$ cat src/rtl/lifo_pkg.sv
// Shared constants, helpers and types for the LIFO stack (lifo_stack, lifo_ram).
package lifo_pkg;

  localparam int LIFO_DWIDTH_DEF = 8;
  localparam int LIFO_AWIDTH_DEF = 4;

  // Count needs one bit more than the address so that "full" (DEPTH) is representable.
  typedef logic [LIFO_AWIDTH_DEF:0] lifo_cnt_t;

  typedef enum logic [1:0] {
    OP_IDLE = 2'd0,
    OP_PUSH = 2'd1,
    OP_POP  = 2'd2,
    OP_SWAP = 2'd3
  } lifo_op_e;

  function automatic int lifo_depth(input int awidth);
    return 1 << awidth;
  endfunction

endpackage

$ cat src/rtl/lifo_ram.sv
// DEPTH x DWIDTH storage: one synchronous write port, one registered read port.
// Read-before-write on a shared address returns the old word (needed for push+pop).
module lifo_ram
  import lifo_pkg::*;
#(
  parameter int DWIDTH = LIFO_DWIDTH_DEF,
  parameter int AWIDTH = LIFO_AWIDTH_DEF
) (
  input  logic              clk_i,
  input  logic              srst_i,
  input  logic              wr_en_i,
  input  logic [AWIDTH-1:0] wr_addr_i,
  input  logic [DWIDTH-1:0] wr_data_i,
  input  logic              rd_en_i,
  input  logic [AWIDTH-1:0] rd_addr_i,
  output logic [DWIDTH-1:0] rd_data_o
);

  localparam int DEPTH = lifo_depth(AWIDTH);

  logic [DWIDTH-1:0] mem [DEPTH];
  logic [DWIDTH-1:0] rd_data_q;

  // Contents are deliberately never cleared so the array maps onto block RAM.
  always_ff @(posedge clk_i) begin
    if (wr_en_i) begin
      mem[wr_addr_i] <= wr_data_i;
    end
  end

  always_ff @(posedge clk_i) begin
    if (srst_i) begin
      rd_data_q <= '0;
    end else if (rd_en_i) begin
      rd_data_q <= mem[rd_addr_i];
    end
  end

  assign rd_data_o = rd_data_q;

endmodule

$ cat src/rtl/lifo_stack.sv
// Synchronous LIFO stack of 2**AWIDTH words with registered pop data and occupancy flags.
// Define LIFO_ASSERTIONS_EN to compile in simulation-only overflow/underflow assertions.
module lifo_stack
  import lifo_pkg::*;
#(
  parameter int DWIDTH = LIFO_DWIDTH_DEF,
  parameter int AWIDTH = LIFO_AWIDTH_DEF
) (
  input  logic              clk_i,
  input  logic              srst_i,
  input  logic              wrreq_i,
  input  logic [DWIDTH-1:0] data_i,
  input  logic              rdreq_i,
  output logic [DWIDTH-1:0] q_o,
  output logic              empty_o,
  output logic              full_o,
  output logic [AWIDTH:0]   usedw_o
);

  localparam int DEPTH = lifo_depth(AWIDTH);
  localparam logic [AWIDTH:0] FULL_CNT = (AWIDTH + 1)'(DEPTH);

  logic [AWIDTH:0]   cnt_q;
  logic [AWIDTH:0]   cnt_d;
  lifo_op_e          op;
  logic              wr_en;
  logic              rd_en;
  logic [AWIDTH-1:0] wr_addr;
  logic [AWIDTH-1:0] top_addr;
  logic              is_empty;
  logic              is_full;

  assign is_empty = (cnt_q == '0);
  assign is_full  = (cnt_q == FULL_CNT);
  assign top_addr = cnt_q[AWIDTH-1:0] - AWIDTH'(1);

  always_comb begin
    op      = OP_IDLE;
    cnt_d   = cnt_q;
    wr_en   = 1'b0;
    rd_en   = 1'b0;
    wr_addr = cnt_q[AWIDTH-1:0];
    // A pop on an empty stack drops out here, so push+pop when empty degrades to a push.
    if (rdreq_i && !is_empty) begin
      op = wrreq_i ? OP_SWAP : OP_POP;
    end else if (wrreq_i && !is_full) begin
      op = OP_PUSH;
    end
    unique case (op)
      OP_PUSH: begin
        wr_en = 1'b1;
        cnt_d = cnt_q + (AWIDTH + 1)'(1);
      end
      OP_POP: begin
        rd_en = 1'b1;
        cnt_d = cnt_q - (AWIDTH + 1)'(1);
      end
      OP_SWAP: begin
        rd_en   = 1'b1;
        wr_en   = 1'b1;
        wr_addr = top_addr;
      end
      default: ;
    endcase
  end

  always_ff @(posedge clk_i) begin
    if (srst_i) begin
      cnt_q <= '0;
    end else begin
      cnt_q <= cnt_d;
    end
  end

  lifo_ram #(
    .DWIDTH(DWIDTH),
    .AWIDTH(AWIDTH)
  ) u_ram (
    .clk_i    (clk_i),
    .srst_i   (srst_i),
    .wr_en_i  (wr_en),
    .wr_addr_i(wr_addr),
    .wr_data_i(data_i),
    .rd_en_i  (rd_en),
    .rd_addr_i(top_addr),
    .rd_data_o(q_o)
  );

  assign usedw_o = cnt_q;
  assign empty_o = is_empty;
  assign full_o  = is_full;

`ifdef LIFO_ASSERTIONS_EN
  a_overflow: assert property (@(posedge clk_i) disable iff (srst_i)
    !(wrreq_i && !rdreq_i && full_o))
    else $error("lifo_stack: push while full");

  a_underflow: assert property (@(posedge clk_i) disable iff (srst_i)
    !(rdreq_i && empty_o))
    else $error("lifo_stack: pop while empty");
`else
`endif

endmodule

$ cat config.mk
export PLATFORM = sky130hd
export DESIGN_NAME = lifo_stack
export DESIGN_NICKNAME = d
export VERILOG_FILES = /design/src/rtl/lifo_pkg.sv /design/src/rtl/lifo_ram.sv /design/src/rtl/lifo_stack.sv
export SDC_FILE = /design/constraint.sdc
export NUM_CORES = 1
export LEC_CHECK = 0
export ABC_CLOCK_PERIOD_IN_PS = 6100
export CORE_MARGIN = 4
export CORE_UTILIZATION = 45
export CTS_CLUSTER_DIAMETER = 50
export DETAILED_ROUTE_END_ITERATION = 8
export DONT_BUFFER_PORTS = 1
export HOLD_SLACK_MARGIN = 0.02
export PLACE_DENSITY = 0.72
export SYNTH_ARGS = -nofsm -noshare
export SYNTH_HDL_FRONTEND = slang
export SYNTH_SLANG_ARGS = --single-unit
export TNS_END_PERCENT = 50
$ cat constraint.sdc
create_clock -name clk_i -period 6.1 [get_ports clk_i]
set_clock_uncertainty 0.1 [all_clocks]
set_input_delay 1.525 -clock clk_i [delete_from_list [all_inputs] [get_ports clk_i]]
set_output_delay 1.525 -clock clk_i [all_outputs]
set_load 0.03 [all_outputs]
==> Yosys cells after proc, flatten, opt, wreduce, memory -nomap -nowiden <==
Memories as Yosys holds them, arrays and structs flattened. A register that Yosys moved wholly into a read port is not among the register bits.
Cells that the tools add are included.
{ "totals": {"word_cells": 26, "latch_bits": 0, "rom_bits": 0, "mem_bits_rw": 128, "memories": 1, "output_inout_bits": 15, "reg_bits": 5} }
{ "mem_list": {"columns": ["memory", "depth", "width", "read_ports", "rd_clocked_by_memory_dff", "write_ports", "line", "source"], "rows": [
  ["u_ram.mem", 16, 8, 1, 1, 1, "lifo_ram.sv:21", "logic [DWIDTH-1:0] mem [DEPTH];"]
]} }
{ "op_classes": {"n_bitwise": 0, "mux": 9, "n_eq_ne": 4, "n_reduce_logical": 8, "n_div": 0, "order_cmp": 0, "multipliers": 0, "shifts": 0, "addsub": 3} }
{ "op_table": {"columns": ["op", "n"], "rows": [
  ["one-hot mux 5 bit (2 select lines)", 1],
  ["2-to-1 mux 1 bit", 6],
  ["adder 5 x 1 -> 5 bit, second input constant", 1],
  ["== test 5 bit, second input constant", 1],
  ["logical NOT 5 bit", 1],
  ["subtractor 5 x 1 -> 5 bit, second input constant", 1],
  ["== test 2 bit, second input constant", 2],
  ["2-to-1 mux 4 bit", 1],
  ["OR reduction 2 bit", 2],
  ["subtractor 4 x 1 -> 4 bit, second input constant", 1],
  ["== test 2 x 1 -> 1 bit, second input constant", 1],
  ["logical AND 1 bit", 2],
  ["logical NOT 1 bit", 2],
  ["2-to-1 mux 2 bit", 1],
  ["nonzero test 2 bit", 1]
]} }

==> Depth between registers and ports, before layout <==
{ "logic_depth": {"depth_word": 10, "ltp_mapped": 16} }

==> Hierarchy <==
A second synthesis with hierarchy kept.
{ "hier_totals": {"cells_unflattened": 392, "hier_area_um2": 5933.2} }
{ "modules_own_cells": {"columns": ["module", "cells_per_inst", "n_inst", "area_each_um2", "seq_area_each_um2"], "rows": [
  ["lifo_ram", 316, 1, 5343.9, 4003.8],
  ["lifo_stack", 76, 1, 589.3, 100.1]
]} }

==> Worst setup path after synthesis <==
Ideal clock, no wire load.
{ "synth_path": {"path_kind": "register to output", "startpoint": "reg cnt_q[0], in the netlist usedw_o[0]", "endpoint": "out full_o", "path_buffers": 2, "t_required_ps": 4475, "slack_ps": 2379, "path_stages_with_launch": 7, "t_arrival_ps": 2096, "path_cell_list": "dfxtp_1 buf_6 buf_2 clkinv_1 ha_1 or3b_2 nor2_1"} }
{ "synth_via": {"elab_chain_len": 1} }
{ "synth_lines": {"columns": ["element", "line", "source"], "rows": [
  ["start, declared", "lifo_stack.sv:23", "logic [AWIDTH:0] cnt_q;"],
  ["start signal, assigned", "lifo_stack.sv:71", "cnt_q <= cnt_d;"],
  ["== test 5 bit", "lifo_stack.sv:34", "assign is_full = (cnt_q == FULL_CNT);"],
  ["end, declared", "lifo_stack.sv:16", "output logic full_o,"]
]} }
No other way between the ends.

==> Final worst setup path <==
{ "layout_path": {"startpoint": "reg cnt_q[1], in the netlist usedw_o[1]", "endpoint": "out full_o"} }
The elaborated chain is that of the path after synthesis.

==> impl_results.md <==
* Final wirelength at 11,500 µm
* Cts bufs inserted at 17
* Clock slew at reported path FFs at 0.06 ns
* Post-synth cell types at 44
* Synth top area share at 0.6504
* Hold_ws at 0.6106 ns
* Layout Area Growth over Synthesis at 11.81%
* Post-synthesis cell count at 324
* Vias per cell at 5.689
* Sink Count at 141
* FF+latch count, synth at 141
* Syn_nets at 342
* Final setup viols at 0
* Final HPWL DP at 7116 µm
* Final Net Count at 347
* Main area contributors after synthesis: edfxtp_1 65%, mux4_2 12%, dfxtp_1 4.4%, mux2_2 3.0%, a221o_1 1.4%
* Yosys top cell by area: edfxtp_1
* Avg Cell Area, Syn at 18.24 µm²
* GRT overflow at 0
* CTS Root Cell: clkbuf_16
* Achievable frequency at 0.2444 GHz
* Final worst path period share at 0.6707
* Worst-path fanout max at 8
* Largest net degree at the start of global routing at 46
* WP data arrival at 2.47 ns
* Initial antenna violation count at 0
* Core area at 12,720 µm²
* Synth async-reset ratio at 0
* Gates resized, CTS repair at 0
* EDFF count, synth at 128
* Max Cap Viol at 0
* Hold violation total from the final report at 0
* Worst Tran Pin Value at 1.028 ns
* Vias at 2,924
* Crit path kind: flip-flop to primary output
* H-tree depth at 4
* Worst IR drop on VDD at 0.0002459 V
* DIE AREA at 15,030 µm²
* DRC Markers at 0
* # diodes at 0
* # Post-CTS Setup Buffers at 0
* Antenna Violating Nets Remaining at 0
* Post-synth top flop: edfxtp_1
* Routed WL per cell at 22.38 µm
* Drt pass-1 iters at 4
* Starting Density at 0.4645
* Die Height at 122.6 µm
* CTS max path bufs at 2
* Yosys warnings at 0
* Multi-input logic area at 1675 µm²
* Die W at 122.6 µm
* Port Buf Inserts at 0
* Placer Congestion at 0.8197
* Leak at 0.002076 µW
* Worst-Skew Late Latency at 0.40 ns
* Register area at 4105 µm²
* Fillcell total at 1,022
* Vias in the first global route at 3,059
* CTS tree: built
* Setup_tns at 0 ns
* IO Pins at 27
* DR iter-0 viols at 282
* Global router's overall resource usage at 0.1658
* Number of buffers inserted by hold repair at cts at 0
* Post-synthesis cell area at 5909 µm²
* Fin crit period at 4.091 ns
* Global-route wire length before repair at 17,850 µm
* Layout cells sized above 1 at 0.2632
* Crit end category: primary output
* Worst setup SP type: flip-flop
* Power per cell area at 511.1 nW/µm²
* Slew Limit Fails at 0
* CP Data Required Time at 4.47 ns
* Outcome: finished clean
* Hold WC Path Type: flip-flop to flip-flop
* Worst relative slew slack at 0.3149
* RSZ-0062 raised after global routing: no
* Seq/Total Area, Yosys at 0.6945
* Cell Rows at 41
through the flow:
| step | cell area (µm²) | total power [µW] | std cells | util | worst slack (ns) |
|---|---|---|---|---|---|
| 2_1_floorplan | 5909 | 2197 | 324 | - | 2.379 |
| 3_3_place_gp | 6045 | 2413 | 482 | 0.4751 | 2.475 |
| 3_5_place_dp | 6045 | 2434 | 482 | 0.4751 | 2.395 |
| 4_1_cts | 6608 | 3406 | 514 | 0.5194 | 1.987 |
| 5_1_grt | 6608 | 3554 | 514 | 0.5194 | 1.875 |
| 6_report | 6608 | 3377 | 514 | 0.5194 | 2.009 |
metal layers:
layer	vias up	wire (µm)	track usage
met5	-	0	0
met2	86	5820	0.2546
met4	0	152	0.05948
met3	11	903	0.05438
met1	1504	4627	0.2232
li1	1323	-	-
logic make-up after synthesis:
logic type | count (synthesis) | synth area share
buffers and inverters | 24 | 0.02202
AOI/OAI and AO/OA | 29 | 0.03769
muxes | 53 | 0.1630
adders and majority gates | 6 | 0.01397
DFF | 141 | 0.6945
and+or+nand+nor | 65 | 0.05992
xor gates and xnor gates | 6 | 0.008893
cells in the final DEF, fill, tap and decap left out, types with 3 or more instances in the layout:
master / count
o21ai_0: 5
nor2b_1: 4
inv_1: 6
clkinvlp_4: 4
nand2_1: 4
mux2i_1: 4
mux2_2: 16
nand3_1: 5
a21oi_1: 4
clkbuf_16: 17
edfxtp_1: 128
nor3_1: 11
dfxtp_1: 12
buf_4: 3
a31oi_1: 3
nor2_1: 20
xnor2_1: 5
nor3b_1: 8
ha_1: 5
mux4_2: 32
inv_6: 4
a221o_1: 8
critical path: stages, from the launching register on:
cell,delay (ns)
dfxtp_1,0.51
inv_1,0.33
ha_1,0.25
or3b_2,0.51
nor2_1,0.45
flip-flops by register name (all words and copies together) (netlist names):
signal	cells
u_ram.mem	128
usedw_o	5
u_ram.rd_data_o	8
area by class of cell:
class	count	area share
well taps	172	0.03257
repair buffers	3	0.003408
clock buffers	18	0.06495
flip-flops and latches	141	0.6213
multi-input cells	159	0.2536
clock inverters	14	0.02026
inverters	7	0.003977
power breakdown:
group | switching, µW | internal, µW | leakage [µW]
clock network | 403 | 568 | 0.000266
logic | 610 | 495 | 0.000547
registers | 103 | 1200 | 0.00126
Yosys cell counts (all sizes together) (3+ instances only):
cell	instances
ha	5
dfxtp	13
buf	10
nand3	5
xnor2	5
nand2	4
clkbuf	7
inv	6
nor3b	8
o21ai	6
nor2	20
nor2b	4
a221o	8
mux2	16
a31oi	3
edfxtp	128
nor3	12
mux2i	5
mux4	32
a21oi	4
final timing paths:
check	slack [ns]	cells past startpoint	from	end
hold reg to reg	0.61	3	usedw_o[0]	usedw_o[0]
setup / recovery	2.01	4	usedw_o[1]	full_o
hold / removal	0.61	3	usedw_o[0]	usedw_o[0]
setup reg to reg	2.35	12	usedw_o[1]	usedw_o[4]
Power figures use the tool's default switching activity.
